### src/rtl/pipeline_flow_ctrl_pkg.sv
// Shared definitions for the pipeline flow controller: widths and FSM state encoding.
package pipeline_flow_ctrl_pkg;

    localparam int REG_W       = 3;
    localparam int CNT_W       = 8;
    localparam int FLUSH_CNT_W = 3;

    typedef enum logic {
        ST_RUN   = 1'b0,
        ST_FLUSH = 1'b1
    } flow_state_e;

endpackage

### src/rtl/pipeline_flow_ctrl_sat_counter.sv
// Saturating up-counter with synchronous clear; clear wins over increment.
module sat_counter
    import pipeline_flow_ctrl_pkg::*;
(
    input  logic             clk,
    input  logic             rst,
    input  logic             inc,
    input  logic             clear,
    output logic [CNT_W-1:0] count
);

    logic [CNT_W-1:0] count_q;
    logic [CNT_W-1:0] count_d;

    always_comb begin
        count_d = count_q;
        if (clear) begin
            count_d = '0;
        end else if (inc && (count_q != '1)) begin
            count_d = count_q + 8'd1;
        end
    end

    always_ff @(posedge clk or posedge rst) begin
        if (rst) begin
            count_q <= '0;
        end else begin
            count_q <= count_d;
        end
    end

    assign count = count_q;

endmodule

### src/rtl/pipeline_flow_ctrl.sv
// Stall/flush control for a 5-stage pipeline: tracks in-flight destinations,
// inserts bubbles on stalls and taken branches, and keeps performance counters.
module pipeline_flow_ctrl
    import pipeline_flow_ctrl_pkg::*;
#(
    parameter int FLUSH_DEPTH = 2,
    parameter int STALL_MAX   = 15
) (
    input  logic             clk,
    input  logic             rst,
    input  logic [REG_W-1:0] dec_dest,
    input  logic             dec_wr_en,
    input  logic             dec_mem_read,
    input  logic             pipline_stall_n,
    input  logic             branch_taken,
    output logic [REG_W-1:0] ex_op_dest,
    output logic [REG_W-1:0] mem_op_dest,
    output logic [REG_W-1:0] wb_op_dest,
    output logic             mem_or_reg,
    output logic             pc_en,
    output logic             ifid_en,
    output logic             ifid_flush,
    output logic [CNT_W-1:0] stall_cycles,
    output logic [CNT_W-1:0] flush_events,
    output logic             stall_timeout
);

    flow_state_e            state_q, state_d;
    logic [FLUSH_CNT_W-1:0] flush_cnt_q, flush_cnt_d;
    logic [REG_W-1:0]       ex_op_dest_q, ex_op_dest_d;
    logic [REG_W-1:0]       mem_op_dest_q, mem_op_dest_d;
    logic [REG_W-1:0]       wb_op_dest_q, wb_op_dest_d;
    logic                   mem_or_reg_q, mem_or_reg_d;
    logic                   stall_timeout_q, stall_timeout_d;
    logic                   bubble;
    logic                   stall_cycle;
    logic                   flush_event;
    logic [CNT_W-1:0]       consec_stalls;

    // Control decode; the enables are held at their idle values while reset is high
    always_comb begin
        pc_en       = 1'b1;
        ifid_en     = 1'b1;
        ifid_flush  = 1'b0;
        bubble      = 1'b0;
        stall_cycle = 1'b0;
        flush_event = 1'b0;
        state_d     = state_q;
        flush_cnt_d = flush_cnt_q;
        if (!rst) begin
            case (state_q)
                ST_RUN: begin
                    if (branch_taken) begin
                        ifid_flush  = 1'b1;
                        bubble      = 1'b1;
                        flush_event = 1'b1;
                        if (FLUSH_DEPTH > 1) begin
                            state_d     = ST_FLUSH;
                            flush_cnt_d = 3'(FLUSH_DEPTH - 1);
                        end
                    end else if (pipline_stall_n) begin
                        pc_en       = 1'b0;
                        ifid_en     = 1'b0;
                        bubble      = 1'b1;
                        stall_cycle = 1'b1;
                    end
                end
                ST_FLUSH: begin
                    ifid_flush  = 1'b1;
                    bubble      = 1'b1;
                    flush_cnt_d = flush_cnt_q - 3'd1;
                    if (flush_cnt_q == 3'd1) begin
                        state_d = ST_RUN;
                    end
                end
                default: state_d = ST_RUN;
            endcase
        end
    end

    // A zero destination naturally yields "no destination" through the same path
    always_comb begin
        ex_op_dest_d    = (bubble || !dec_wr_en) ? '0 : dec_dest;
        mem_op_dest_d   = ex_op_dest_q;
        wb_op_dest_d    = mem_op_dest_q;
        mem_or_reg_d    = bubble ? 1'b0 : dec_mem_read;
        stall_timeout_d = stall_timeout_q |
                          (stall_cycle && (consec_stalls == 8'(STALL_MAX - 1)));
    end

    always_ff @(posedge clk or posedge rst) begin
        if (rst) begin
            state_q         <= ST_RUN;
            flush_cnt_q     <= '0;
            ex_op_dest_q    <= '0;
            mem_op_dest_q   <= '0;
            wb_op_dest_q    <= '0;
            mem_or_reg_q    <= 1'b0;
            stall_timeout_q <= 1'b0;
        end else begin
            state_q         <= state_d;
            flush_cnt_q     <= flush_cnt_d;
            ex_op_dest_q    <= ex_op_dest_d;
            mem_op_dest_q   <= mem_op_dest_d;
            wb_op_dest_q    <= wb_op_dest_d;
            mem_or_reg_q    <= mem_or_reg_d;
            stall_timeout_q <= stall_timeout_d;
        end
    end

    sat_counter u_stall_cnt (
        .clk   (clk),
        .rst   (rst),
        .inc   (stall_cycle),
        .clear (1'b0),
        .count (stall_cycles)
    );

    sat_counter u_flush_cnt (
        .clk   (clk),
        .rst   (rst),
        .inc   (flush_event),
        .clear (1'b0),
        .count (flush_events)
    );

    sat_counter u_consec_cnt (
        .clk   (clk),
        .rst   (rst),
        .inc   (stall_cycle),
        .clear (!stall_cycle),
        .count (consec_stalls)
    );

    assign ex_op_dest    = ex_op_dest_q;
    assign mem_op_dest   = mem_op_dest_q;
    assign wb_op_dest    = wb_op_dest_q;
    assign mem_or_reg    = mem_or_reg_q;
    assign stall_timeout = stall_timeout_q;

endmodule
### config.mk
export PLATFORM = sky130hd
export DESIGN_NAME = pipeline_flow_ctrl
export DESIGN_NICKNAME = d
export VERILOG_FILES = /design/src/rtl/pipeline_flow_ctrl_pkg.sv /design/src/rtl/pipeline_flow_ctrl_sat_counter.sv /design/src/rtl/pipeline_flow_ctrl.sv
export SDC_FILE = /design/constraint.sdc
export NUM_CORES = 1
export LEC_CHECK = 0
export ABC_AREA = 0
export CORE_ASPECT_RATIO = 1.75
export CORE_MARGIN = 5
export CORE_UTILIZATION = 35
export DETAILED_ROUTE_END_ITERATION = 7
export GPL_TIMING_DRIVEN = 0
export PLACE_DENSITY = 0.6
export SYNTH_ARGS = -nofsm -noshare
export SYNTH_HDL_FRONTEND = slang
export SYNTH_SLANG_ARGS = --single-unit
### constraint.sdc
create_clock -name clk -period 1.7 [get_ports clk]
set_input_delay 0.51 -clock clk [delete_from_list [all_inputs] [get_ports clk]]
set_output_delay 0.51 -clock clk [all_outputs]
set_load 0.01 [all_outputs]
# == After elaboration in Yosys (flattened, before gate mapping) ==
# Index checks and enable logic that the tools add are counted.
# classes
n_eq_ne,7
addsub,4
muxes,24
reduce_logical,7
bitwise,3
# ops
cell,n
$add A8 B1 Y8 const B,3
$ne A8 B8 Y1 const B,3
$mux W1,16
$mux W8,2
$eq A8 B4 Y1 const B,1
$mux W3,2
$pmux W1 S2,3
$pmux W3 S2,1
$logic_and A1 B1 Y1,4
$eq A3 B1 Y1 const B,1
$sub A3 B1 Y3 const B,1
$ne A2 B1 Y1 const B,1
$ne A2 B2 Y1 const B,1
$not A1 Y1,2
$reduce_and A2 Y1,1
$logic_not A1 Y1,1
$logic_or A1 B1 Y1,1
$or A1 B1 Y1,1
# totals
register_bits,39
wordCells,55
input_bits,9

# == Logic depth before layout (Yosys ltp) ==
# depth
ltp_word,7
ltp_mapped,5
mapped_depth_nobuf,5

# == By module ==
# Synthesis repeated with hierarchy kept, for this count alone.
# hier_totals
hier_cells,196
area_unflattened_um2,2115.8
# by_module_without_submodules
mod,cells_per_inst,area_per_inst_um2,instances,seq_area_each_um2
sat_counter,49,504.2,3,200.2
pipeline_flow_ctrl,49,603.1,1,375.4

# == Least setup slack after synthesis ==
# No wires, ideal clock.
# synth_timing
path_kind,input-to-reg
start,input rst
end,register state_q
path_buffers,0
arrival_time_ns,1.702
path_stages,3
setup_ns,0.118
slack_ns,-0.121
path_cell_list,inv_1 > nand3_1 > a21o_1
# synth_rtl
element,line_no,rtl
"start, declared",pipeline_flow_ctrl.sv:10,"input logic rst,"
"end signal, assigned",pipeline_flow_ctrl.sv:101,state_q <= state_d;
"end, declared",pipeline_flow_ctrl.sv:28,"flow_state_e state_q, state_d;"

# == Worst setup path after layout ==
# layout_timing
start,input rst
end,output pc_en
# layout_via
elab_chain_cells,1
# layout_lines
element,line_no,rtl
$mux W1,pipeline_flow_ctrl.sv:50,if (!rst) begin
"end, declared",pipeline_flow_ctrl.sv:20,"output logic pc_en,"
# Every way passes these cells.

==> results by group <==
Critical path
  • Kind of critical path: in2out
  • Peak per-stage delay on the critical path: between 300 and 400 ps
  • Reg2Reg Setup Slack: approximately 70 ps
  • Buf/Inv on CP: 4
  • Crit path capture type: output port
  • WP data required: 1190 ps
  • Arrival time at the worst endpoint: approximately 1400 ps
  • Reg-to-reg critical path startpoint: state_q
  • Worst-path fanout max: 6
  • Reg2reg end: u_stall_cnt.count[6]
  • Startpoint types: input port
  • CP most frequent cell: buf_6
  • Worst path top cell family by delay: buffers and inverters
  • Worst R2R Path Depth: 5
  • Cells along the critical path: buf_4 -> nor4b_4 -> inv_4 -> buf_6 -> buf_6
  • Slowest-stage cell, CP: nor4b_4

Run status
  • Status: finished with violations
  • Failing checks: negative setup slack

Synthesis
  • Cell with the most instances after synthesis: dfrtp_1
  • Post-synth top area share: 0.5443
  • Synthesized area: 1793 um2
  • Syn Inst Count: 160
  • Top cells by count, synth: dfrtp_1, inv_1, nand2_1
  • Synth area leader: dfrtp_1
  • Register bit total from synthesis: 39
  • Main synth FF type: dfrtp_1
  • Top post-synthesis cells by area: dfrtp_1, ha_1, mux2_2
  • Mean Syn Cell Area: 11.21 um2
  • Post-synth ARST share: 1.000
  • EDFF count, synth: 0
  • Synthesis Warnings: 0
  • Seq/Total Area, Yosys: 0.5443
  • Syn nets: around 180
  • Unique masters post-synth: 36

GRT
  • Maximum number of pins on one net before global-route repair: 42
  • Tot GR Track Use: 0.1470
  • Initial antenna violation count: 0
  • Vias in the first global route: around 1.7k
  • Congestion Overflow GR: 0
  • First-pass GRT wire length: 7928 um

Min path
  • Worst Min Path Start: mem_op_dest[0]
  • Hold path depth: 0
  • Worst Hold Endpoint: wb_op_dest[0]
  • Worst hold path type: reg2reg

Clock tree
  • CTS Buf Count: 5
  • Sink Count: 39
  • Root buffer cell: clkbuf_8
  • CTS tree: built
  • H-tree Lvls: 2
  • CTS Hold Bufs: 0
  • Reg clk slew, reported paths: 80 ps
  • Deepest clock path buffer count: 2
  • Clk_lat worst skew: 290 ps

STA
  • Clk_skew: 6.714 ps
  • Rel. slew slack: 0.3954
  • Hold slack: approximately 380 ps
  • Final hold vios: 0
  • PnR worst setup slack: -164.8 ps
  • Worst slew pin tran: around 900 ps
  • Setup TNS Final: -376.6 ps
  • Final worst path period need: about 1900 ps
  • Final setup fails: 3
  • Fmax: around 540 MHz
  • RSZ-0062 raised after global routing: yes
  • Slew Viols, Final: 0
  • Final period util: 1.097

Route
  • Total wire length: between 4000 and 5000 um
  • Via density: 5.496
  • Post-route ant nets: 0
  • 1st-pass router iterations: 4
  • DRC: 0
  • Mean routed wirelength per cell: 16.86 um
  • Starting DRT DRC Count: 46
  • Vias: 1550

Floorplanning
  • Die footprint: about 6700 um2
  • Die Wd: between 60 and 70 um
  • Starting Density: 0.3602
  • # IOs: 39
  • Std-Cell Rows: 34
  • Core Box Area: 4977 um2
  • Die H: ~100 um

Finish
  • N_diodes: 0
  • Final Cell Area: ~2500 um2
  • Final core utilization: 0.5108
  • Filler cells: around 470
  • Reg area: approximately 1000 um2
  • Multi-input logic area: slightly below 800 um2
  • Fin nets: between 200 and 250
  • Area Overhead vs Synth: 41.80%
  • Share of cells above drive strength 1: 0.2500

Power
  • Max VDD drop: between 0.7 and 0.8 mV
  • Power Dens Cells: around 1200 nW/um2
  • Total power: 2.952 mW
  • Pleak: between 1 and 1.5 nW

Place
  • Post-DP Area: roughly 2300 um2
  • Final HPWL DP: 3266 um
  • Port bufs: 38
  • Routability cong.: just under 0.8

Run
  • # Max-Cap Violations: 0
==> worst reg2reg max path, delay by kind of cell (launching register included) <==
family        cells  cell delay, ps
simple gates      2             490
flops             1             420
mux               1             340
buf+inv           2             260
==> stage by stage <==
stage                     worst slack (ps)  std cells
after floorplan                     -33.52        160
after global placement               -1238        252
after detailed placement             -1249        252
after CTS                           -163.6        276
after global routing                -203.1        282
final                               -164.8        282
==> where the power goes <==
part / internal [mW] / switching (mW)
Sequential: 1.10 / 0.124
Combinational: 0.483 / 0.481
Clock: 0.437 / 0.330
Total: 2.02 / 0.936
==> cell type report <==
type                       instances  share of cell area
clock buffer                       5             0.02707
clock inverter                     3             0.01722
multi-input combinational        106              0.3115
inverter                          14             0.02313
timing repair buffer              60              0.2047
buffer                             1            0.004429
tap                               54             0.02657
sequential                        39              0.3853
==> metal layers <==
metal  routed length [um]  vias to the layer above  track usage
li1                     -                      715            -
met1                 1588                      775       0.1429
met2                 2825                       53       0.2827
met3                  254                        7      0.03652
met4                   85                        0      0.05822
met5                    0                        -            0
==> timing repair <==
| action | CTS | global route |
|---|---|---|
| pin swaps | 2 | 4 |
| gates resized for setup | 54 | 7 |
| buffers inserted | 16 | 6 |
| endpoints found under the setup margin | 52 | 13 |
==> cell usage in the layout, fill, tap and decap left out, types with 6 or more instances in the layout <==
cell type / instances
dfrtp_1: 36
buf_4: 23
dlygate4sd2_1: 21
inv_1: 11
nand2_1: 10
and3_1: 8
o21ai_0: 8
nand4_1: 7
nand3_1: 7
clkdlybuf4s50_1: 7
ha_1: 6
==> worst max path at each step <==
stage	start	to	depth (start not counted)
CTS	state_q	pc_en	4
global route	state_q	pc_en	4
finish	rst	pc_en	5
global placement	rst	pc_en	5
floorplan	branch_taken	pc_en	3
detailed placement	rst	pc_en	5
==> kinds of logic (layout without fill, tap and decap cells) <==
family | after synthesis | in the layout | share of synthesized area
compound gates | 31 | 31 | 0.1089
xor+xnor | 6 | 6 | 0.02931
fa+ha+maj | 6 | 6 | 0.04187
buf+inv | 15 | 83 | 0.03490
flops | 39 | 39 | 0.5443
mux | 8 | 8 | 0.05024
simple gates | 55 | 55 | 0.1905
(Power assumes the default switching activity.)
